**src/rtl/maxnet_input_loader.sv**
```systemverilog
// maxnet_input_loader: collects N scores from a valid/ready stream into a
// register bank, presents them in parallel to the Maxnet, pulses net_start
// for START_HOLD cycles, then holds the bank until a rising edge of net_done.
// Optional build macro: LOADER_RELU_EN stores negative scores (sign bit set,
// including -0) as all zeros.
module maxnet_input_loader #(
    parameter int unsigned N          = 4,
    parameter int unsigned WIDTH      = 32,
    parameter int unsigned START_HOLD = 1
) (
    input  logic               clk,
    input  logic               rst,
    input  logic               in_valid,
    input  logic [WIDTH-1:0]   in_data,
    output logic               in_ready,
    output logic [N*WIDTH-1:0] data_flat,
    output logic               net_start,
    input  logic               net_done,
    output logic               busy,
    output logic [7:0]         batch_count
);

    localparam int unsigned IdxW = (N > 1) ? $clog2(N) : 1;
    localparam logic [IdxW-1:0] IdxLast  = IdxW'(N - 1);
    localparam logic [3:0]      HoldLast = 4'(START_HOLD - 1);

    typedef enum logic [1:0] {StFill, StStart, StWait} state_e;

    state_e            state_q, state_d;
    logic [IdxW-1:0]   idx_q, idx_d;
    logic [3:0]        hold_cnt_q, hold_cnt_d;
    logic              done_q;
    logic [7:0]        batch_count_q, batch_count_d;
    logic [WIDTH-1:0]  bank_q [N];
    logic [WIDTH-1:0]  store_word;
    logic              accept;
    logic              done_rise;

    assign accept    = in_valid && in_ready;
    // Only a fresh rise counts, so a level left over from the last batch is ignored.
    assign done_rise = net_done && !done_q;

`ifdef LOADER_RELU_EN
    // Clamp negative scores to +0 on the way into the bank.
    assign store_word = in_data[WIDTH-1] ? '0 : in_data;
`else
    assign store_word = in_data;
`endif

    // Outputs decode from state only; rst gates in_ready so nothing is taken in reset.
    always_comb begin
        in_ready    = (state_q == StFill) && !rst;
        net_start   = (state_q == StStart);
        busy        = (state_q != StFill);
        batch_count = batch_count_q;
    end

    // Next-state logic for the fill / start / wait sequence.
    always_comb begin
        state_d       = state_q;
        idx_d         = idx_q;
        hold_cnt_d    = hold_cnt_q;
        batch_count_d = batch_count_q;
        case (state_q)
            StFill: begin
                if (accept) begin
                    if (idx_q == IdxLast) begin
                        idx_d      = '0;
                        hold_cnt_d = '0;
                        state_d    = StStart;
                    end else begin
                        idx_d = idx_q + IdxW'(1);
                    end
                end
            end
            StStart: begin
                if (hold_cnt_q == HoldLast) begin
                    hold_cnt_d = '0;
                    state_d    = StWait;
                end else begin
                    hold_cnt_d = hold_cnt_q + 4'd1;
                end
            end
            StWait: begin
                if (done_rise) begin
                    batch_count_d = batch_count_q + 8'd1;
                    state_d       = StFill;
                end
            end
            default: state_d = StFill;
        endcase
    end

    // Control state registers; done_q tracks net_done in every state.
    always_ff @(posedge clk or posedge rst) begin
        if (rst) begin
            state_q       <= StFill;
            idx_q         <= '0;
            hold_cnt_q    <= '0;
            done_q        <= 1'b0;
            batch_count_q <= '0;
        end else begin
            state_q       <= state_d;
            idx_q         <= idx_d;
            hold_cnt_q    <= hold_cnt_d;
            done_q        <= net_done;
            batch_count_q <= batch_count_d;
        end
    end

    // Score bank; written only on a FILL handshake, so it is frozen while busy.
    always_ff @(posedge clk or posedge rst) begin
        if (rst) begin
            for (int i = 0; i < int'(N); i++) begin
                bank_q[i] <= '0;
            end
        end else if (accept) begin
            bank_q[idx_q] <= store_word;
        end
    end

    // Flatten the bank, score i at bits [i*WIDTH +: WIDTH].
    always_comb begin
        data_flat = '0;
        for (int i = 0; i < int'(N); i++) begin
            data_flat[i*WIDTH +: WIDTH] = bank_q[i];
        end
    end

endmodule

```
**config.mk**
```make
export PLATFORM = sky130hd
export DESIGN_NAME = maxnet_input_loader
export DESIGN_NICKNAME = d
export VERILOG_FILES = /design/src/rtl/maxnet_input_loader.sv
export SDC_FILE = /design/constraint.sdc
export NUM_CORES = 1
export LEC_CHECK = 0
export BUFFER_PORTS_ARGS = -buffer_cell sky130_fd_sc_hd__buf_4
export CORE_MARGIN = 2
export CORE_UTILIZATION = 51
export CTS_BUF_LIST = sky130_fd_sc_hd__clkbuf_4 sky130_fd_sc_hd__clkbuf_8 sky130_fd_sc_hd__clkbuf_16
export DETAILED_ROUTE_END_ITERATION = 6
export PLACE_DENSITY = 0.87
export SLEW_MARGIN = 10
export SYNTH_ARGS = -nofsm -noshare
export SYNTH_HDL_FRONTEND = slang
export SYNTH_SLANG_ARGS = --single-unit
export TNS_END_PERCENT = 10
```
**constraint.sdc**
```tcl
create_clock -name clk -period 5.55 [get_ports clk]
set_input_delay 0.8325 -clock clk [delete_from_list [all_inputs] [get_ports clk]]
set_output_delay 0.8325 -clock clk [all_outputs]
set_load 0.05 [all_outputs]
```
==> results of run 1 <==
-- final timing paths --
kind,from,endpoint,slack (ns),cells after the start
max,state_q[0],net_start,2.95,3
max reg2reg,state_q[0],data_flat[127],3.34,3
max in group asynchronous,rst,data_flat[61],3.75,3
min reg2reg,batch_count[7],batch_count[7],0.49,1
min in group asynchronous,rst,batch_count[0],0.47,2
min,net_done,done_q,0.45,1
-- metrics by stage --
step           cell area [um^2]  hold slack, ns  utilization [%]  worst slack, ns  std cells
2_1_floorplan              5640           0.444                -            0.823        349
3_3_place_gp               7040           0.465             64.9             2.88        654
3_5_place_dp               7040           0.464             64.9             2.84        654
4_1_cts                    7650           0.421             70.6             2.93        684
5_1_grt                    7650           0.420             70.6             2.85        684
6_report                   7650           0.451             70.6             2.95        684
-- per-layer routing --
metal	share of wire, %	GRT usage (%)	vias to the layer above	routed length (um)
met4	1.2	7.50	0	147
met1	40	25.3	1835	4900
li1	-	-	1611	-
met2	52	36.2	124	6350
met3	6.6	6.69	15	808
met5	0	0	-	0
-- registers in the layout, indices dropped and copies added (netlist names) --
signal	count
idx_q	2
batch_count	8
data_flat	128
done_q	1
hold_cnt_q	4
state_q	2
-- final cells by class --
type	instances	share of cell area (%)
clock buffers	20	5.95
inverters	9	0.507
multi-input cells	182	24.3
well taps	140	2.29
repair buffers	178	17.5
flip-flops and latches	145	47.4
clock inverters	10	2.08
-- cells by family (layout without fill, tap and decap cells) --
kind of cell	Yosys count	in the layout	share of synthesized area, %
mux	129	129	25.7
flops	145	145	64.3
xor+xnor	7	7	1.09
buf+inv	22	217	2.73
compound gates	13	13	1.49
simple gates	26	26	3.10
fa+ha+maj	7	7	1.55
-- cell usage after synthesis --
cell                       number
sky130_fd_sc_hd__o211ai_1       1
sky130_fd_sc_hd__a41oi_1        1
sky130_fd_sc_hd__and3_1         2
sky130_fd_sc_hd__mux2_2       129
sky130_fd_sc_hd__nand2_1        6
sky130_fd_sc_hd__inv_1          9
sky130_fd_sc_hd__a31oi_1        1
sky130_fd_sc_hd__a21oi_1        1
sky130_fd_sc_hd__or4b_2         1
sky130_fd_sc_hd__o31ai_1        1
sky130_fd_sc_hd__and4bb_2       2
sky130_fd_sc_hd__a22o_1         1
sky130_fd_sc_hd__xnor2_1        6
sky130_fd_sc_hd__o21ai_0        5
sky130_fd_sc_hd__clkbuf_1       1
sky130_fd_sc_hd__or2_2          1
sky130_fd_sc_hd__nor4b_4        1
sky130_fd_sc_hd__nand2_2        1
sky130_fd_sc_hd__buf_2          3
sky130_fd_sc_hd__nand3_1        2
sky130_fd_sc_hd__buf_6          9
sky130_fd_sc_hd__ha_1           7
sky130_fd_sc_hd__o22ai_1        1
sky130_fd_sc_hd__or3b_2         1
sky130_fd_sc_hd__nand4_1        5
sky130_fd_sc_hd__xor2_1         1
sky130_fd_sc_hd__o311ai_0       1
sky130_fd_sc_hd__dfrtp_1      145
sky130_fd_sc_hd__or2b_1         1
sky130_fd_sc_hd__nor2_1         3
-- worst max-delay path, stage by stage (launching register included) --
cell and delay, ns:
sky130_fd_sc_hd__dfrtp_1 0.49, sky130_fd_sc_hd__or2b_1 0.32, sky130_fd_sc_hd__inv_1 0.21, sky130_fd_sc_hd__buf_4 0.24
==> impl_metrics.yaml, run 1 <==
run_status:
  run_status: "complete, no violations"
clocking:
  cts_post_setup_buffers_inserted: 0
  clock_sinks: 145
  htreeDepth: 4
  tritoncts: "yes"
  cts_root_buffer: "sky130_fd_sc_hd__clkbuf_8"
  numCtsBuffers: 17
  cts.reportedPaths.clkPinSlew_ns: 0.06
  clk_latency_ns: 0.50
  holdBufCountCts: 0
  cts.path.max_buffers: 2
  total_of_cells_resized_after_clock_tree_synthesis: 0
floorplanning:
  die-area_mm2: 0.0119
  floorplan.core_area_mm2: 0.0108
  die_w_um: 109
  ios: 175
  row_count: 38
  initial_core_util_pct: 52.1
  die_height_um: 109
worst_setup_path:
  critPathRequiredTime_ns: 4.72
  critPathLaunchType: "flop"
  critical_path_peak_fanout: 8
  critPathCaptureType: "output port"
  setup_cp_type: "reg -> out"
  worst-endpoint-arrival_ns: 1.77
placed_design:
  dp_hpwl_um: 8320
  port-buffer-count: 174
  gp_congestion: 0.736
cells_and_area:
  final_common_cell: "sky130_fd_sc_hd__buf_4"
  final_layout_size_suffix_gt1_share_pct: 63.4
  final_net_count: 576
  areaGrowthSynthToFinish_pct: 35.6
  area.sequential_mm2: 0.00363
  multi_input_area_mm2: 0.00186
  antennaDiodeCount: 0
  layout.cells.most_common_list: "178 x sky130_fd_sc_hd__buf_4, 145 x sky130_fd_sc_hd__dfrtp_1, 129 x sky130_fd_sc_hd__mux2_2"
  fillerInstances: 741
drt:
  vias: 3585
  avgRoutedWirePerCell_um: 17.8
  postRouteWirelength_um: 12200
  drt_pass1_iterations: 4
  dr.first_iter.drc_count: 187
  drt.antenna.violating_nets: 0
  drt-vias-per-instance: 5.24
  number_of_drc_violations_after_detailed_routing: 0
min_path:
  worstHoldPathType: "in -> reg"
run:
  cap_viol_max_count: 0
yosys:
  synth.top_cell.area_share_pct: 64.3
  synth.net_count: 392
  yosys_top_cell_by_area: "sky130_fd_sc_hd__dfrtp_1"
  synth_seq_area_share_pct: 64.3
  postSynthRegisterBits: 145
  synth_area_leaders: "sky130_fd_sc_hd__dfrtp_1 64%, sky130_fd_sc_hd__mux2_2 26%, sky130_fd_sc_hd__buf_6 1.8%"
  syn_area_mm2: 0.00564
  netlist_instances: 349
  syn_avg_cell_area_um2: 16.2
  synth.lib_cells_used.distinct: 30
  synth-warning-count: 0
sta:
  timing_hold_violations_final: 0
  worst_pin_slew_ns: 0.878
  clock.fmax_mhz: 384
  setup_repair_after_global_routing_missed_its_margin: "no"
  finalClockSkew_ns: 0.00611
  setup_tns_ns: 0
  min_period_over_period_pct: 46.9
  drv_slew: 0
  relSlewSlack_pct: 41.3
  layout_min_cycle_time_ns: 2.60
  final-setup-viol-count: 0
global_routing:
  overall_overflow_remaining_after_global_route: 0
  grt_pass1_vias: 3647
  grt_antenna_before_repair: 0
  grt_use_total_pct: 21.2
  grt_pass1_wl_um: 18900
  pin_count_of_the_biggest_net_entering_global_routing: 81
Power of run 1 is not shown: default switching activity piles up to over one toggle a cycle in this logic, so the estimate is an artifact.
==> inputs of run 2 (changes only) <==
- CORE_UTILIZATION: 51 -> 46
- PLACE_DENSITY: 0.87 -> 0.83
- clock period: 5.55 -> 2.2 ns (I/O delays scaled with it)
==> run 2 against run 1 <==
Effect of this change: setup slack got worse by 2.8 ns; largest cell class unchanged; sequential cell count unchanged; non-clock buffer count rose by 6; highest routed layer unchanged; clock skew rose by 0.0025 ns; global-route usage fell by 1.9 points; final cell count increased by 2.2%; critical path depth stayed put; design area rose by 1.0%.
==> impl_metrics.yaml, run 2 (synthesized netlist as in run 1, its figures left out) <==
drt:
  avgRoutedWirePerCell_um: 17.6
  postRouteWirelength_um: 12300
  dr.first_iter.drc_count: 137
  drt.antenna.violating_nets: 0
  vias: 3566
  drt_pass1_iterations: 4
  drt-vias-per-instance: 5.10
  number_of_drc_violations_after_detailed_routing: 0
placed_design:
  dp_hpwl_um: 8490
  port-buffer-count: 174
  gp_congestion: 0.771
worst_setup_path:
  critical_path_peak_fanout: 8
  setup_cp_type: "reg -> out"
  critPathRequiredTime_ns: 1.87
  worst-endpoint-arrival_ns: 1.68
  critPathCaptureType: "output port"
  critPathLaunchType: "flop"
sta:
  timing_hold_violations_final: 0
  setup_repair_after_global_routing_missed_its_margin: "no"
  drv_slew: 0
  min_period_over_period_pct: 91.4
  worst_pin_slew_ns: 0.501
  final-setup-viol-count: 0
  relSlewSlack_pct: 66.5
  clock.fmax_mhz: 498
  setup_tns_ns: 0
  layout_min_cycle_time_ns: 2.01
  finalClockSkew_ns: 0.00862
floorplanning:
  row_count: 40
  die-area_mm2: 0.0132
  initial_core_util_pct: 47.0
  ios: 175
  floorplan.core_area_mm2: 0.0120
  die_w_um: 115
  die_height_um: 115
global_routing:
  grt_use_total_pct: 19.4
  grt_pass1_wl_um: 19500
  pin_count_of_the_biggest_net_entering_global_routing: 79
  grt_pass1_vias: 3744
  grt_antenna_before_repair: 0
  overall_overflow_remaining_after_global_route: 0
min_path:
  worstHoldPathType: "in -> reg"
clocking:
  clk_latency_ns: 0.41
  clock_sinks: 145
  cts_root_buffer: "sky130_fd_sc_hd__clkbuf_16"
  numCtsBuffers: 17
  cts.path.max_buffers: 2
  cts_post_setup_buffers_inserted: 0
  tritoncts: "yes"
  holdBufCountCts: 0
  total_of_cells_resized_after_clock_tree_synthesis: 0
  cts.reportedPaths.clkPinSlew_ns: 0.06
  htreeDepth: 4
cells_and_area:
  final_common_cell: "sky130_fd_sc_hd__buf_4"
  antennaDiodeCount: 0
  layout.cells.most_common_list: "182 x sky130_fd_sc_hd__buf_4, 145 x sky130_fd_sc_hd__dfrtp_1, 129 x sky130_fd_sc_hd__mux2_2"
  fillerInstances: 911
  areaGrowthSynthToFinish_pct: 37.0
  area.sequential_mm2: 0.00363
  multi_input_area_mm2: 0.00187
  largest_register_ff_count: 128
  final_net_count: 582
  final_layout_size_suffix_gt1_share_pct: 64.5
run:
  cap_viol_max_count: 0
run_status:
  run_status: "complete, no violations"
[run 2: worst max-delay path: stages, from the launching register on]
cell and delay [ns]:
sky130_fd_sc_hd__dfrtp_1 0.50, sky130_fd_sc_hd__or2b_1 0.32, sky130_fd_sc_hd__inv_1 0.20, sky130_fd_sc_hd__buf_4 0.24
[run 2: final cells by class]
class | instances | share of cell area, %
Clock buffer | 22 | 6.15
Clock inverter | 10 | 1.72
Inverter | 9 | 0.485
Multi-Input combinational cell | 182 | 24.2
Sequential cell | 145 | 46.9
Tap cell | 147 | 2.38
Timing Repair Buffer | 184 | 18.2
[run 2: path summary, 6_finish.rpt]
| path | start | end | slack, ns | cells past startpoint |
|---|---|---|---|---|
| max | state_q[0] | net_start | 0.19 | 3 |
| min | net_done | done_q | 0.04 | 1 |
| max reg2reg | state_q[0] | data_flat[105] | 0.37 | 4 |
| min reg2reg | batch_count[7] | batch_count[7] | 0.48 | 1 |
| max in group asynchronous | rst | data_flat[104] | 1.76 | 3 |
| min in group asynchronous | rst | data_flat[51] | 0.08 | 3 |
[run 2: stage by stage]
step	hold slack, ns	util [%]	setup slack (ns)	area, um^2	instances
2_1_floorplan	0.361	-	0.0510	5650	349
4_1_cts	0.0260	64.4	0.195	7730	699
3_3_place_gp	0.459	59.3	0.456	7120	667
5_1_grt	0.0281	64.4	0.104	7730	699
6_report	0.0423	64.4	0.190	7730	699
3_5_place_dp	0.461	59.3	0.373	7120	667
[run 2: metal layers]
metal / vias up / part of all wire [%] / track usage [%]
met4: 0 / 1.7 / 7.63
met3: 18 / 6.3 / 6.01
met2: 121 / 52 / 33.3
met5: - / 0 / 0
met1: 1810 / 40 / 22.9
li1: 1617 / - / -
Power of run 2 is left out for the same reason.
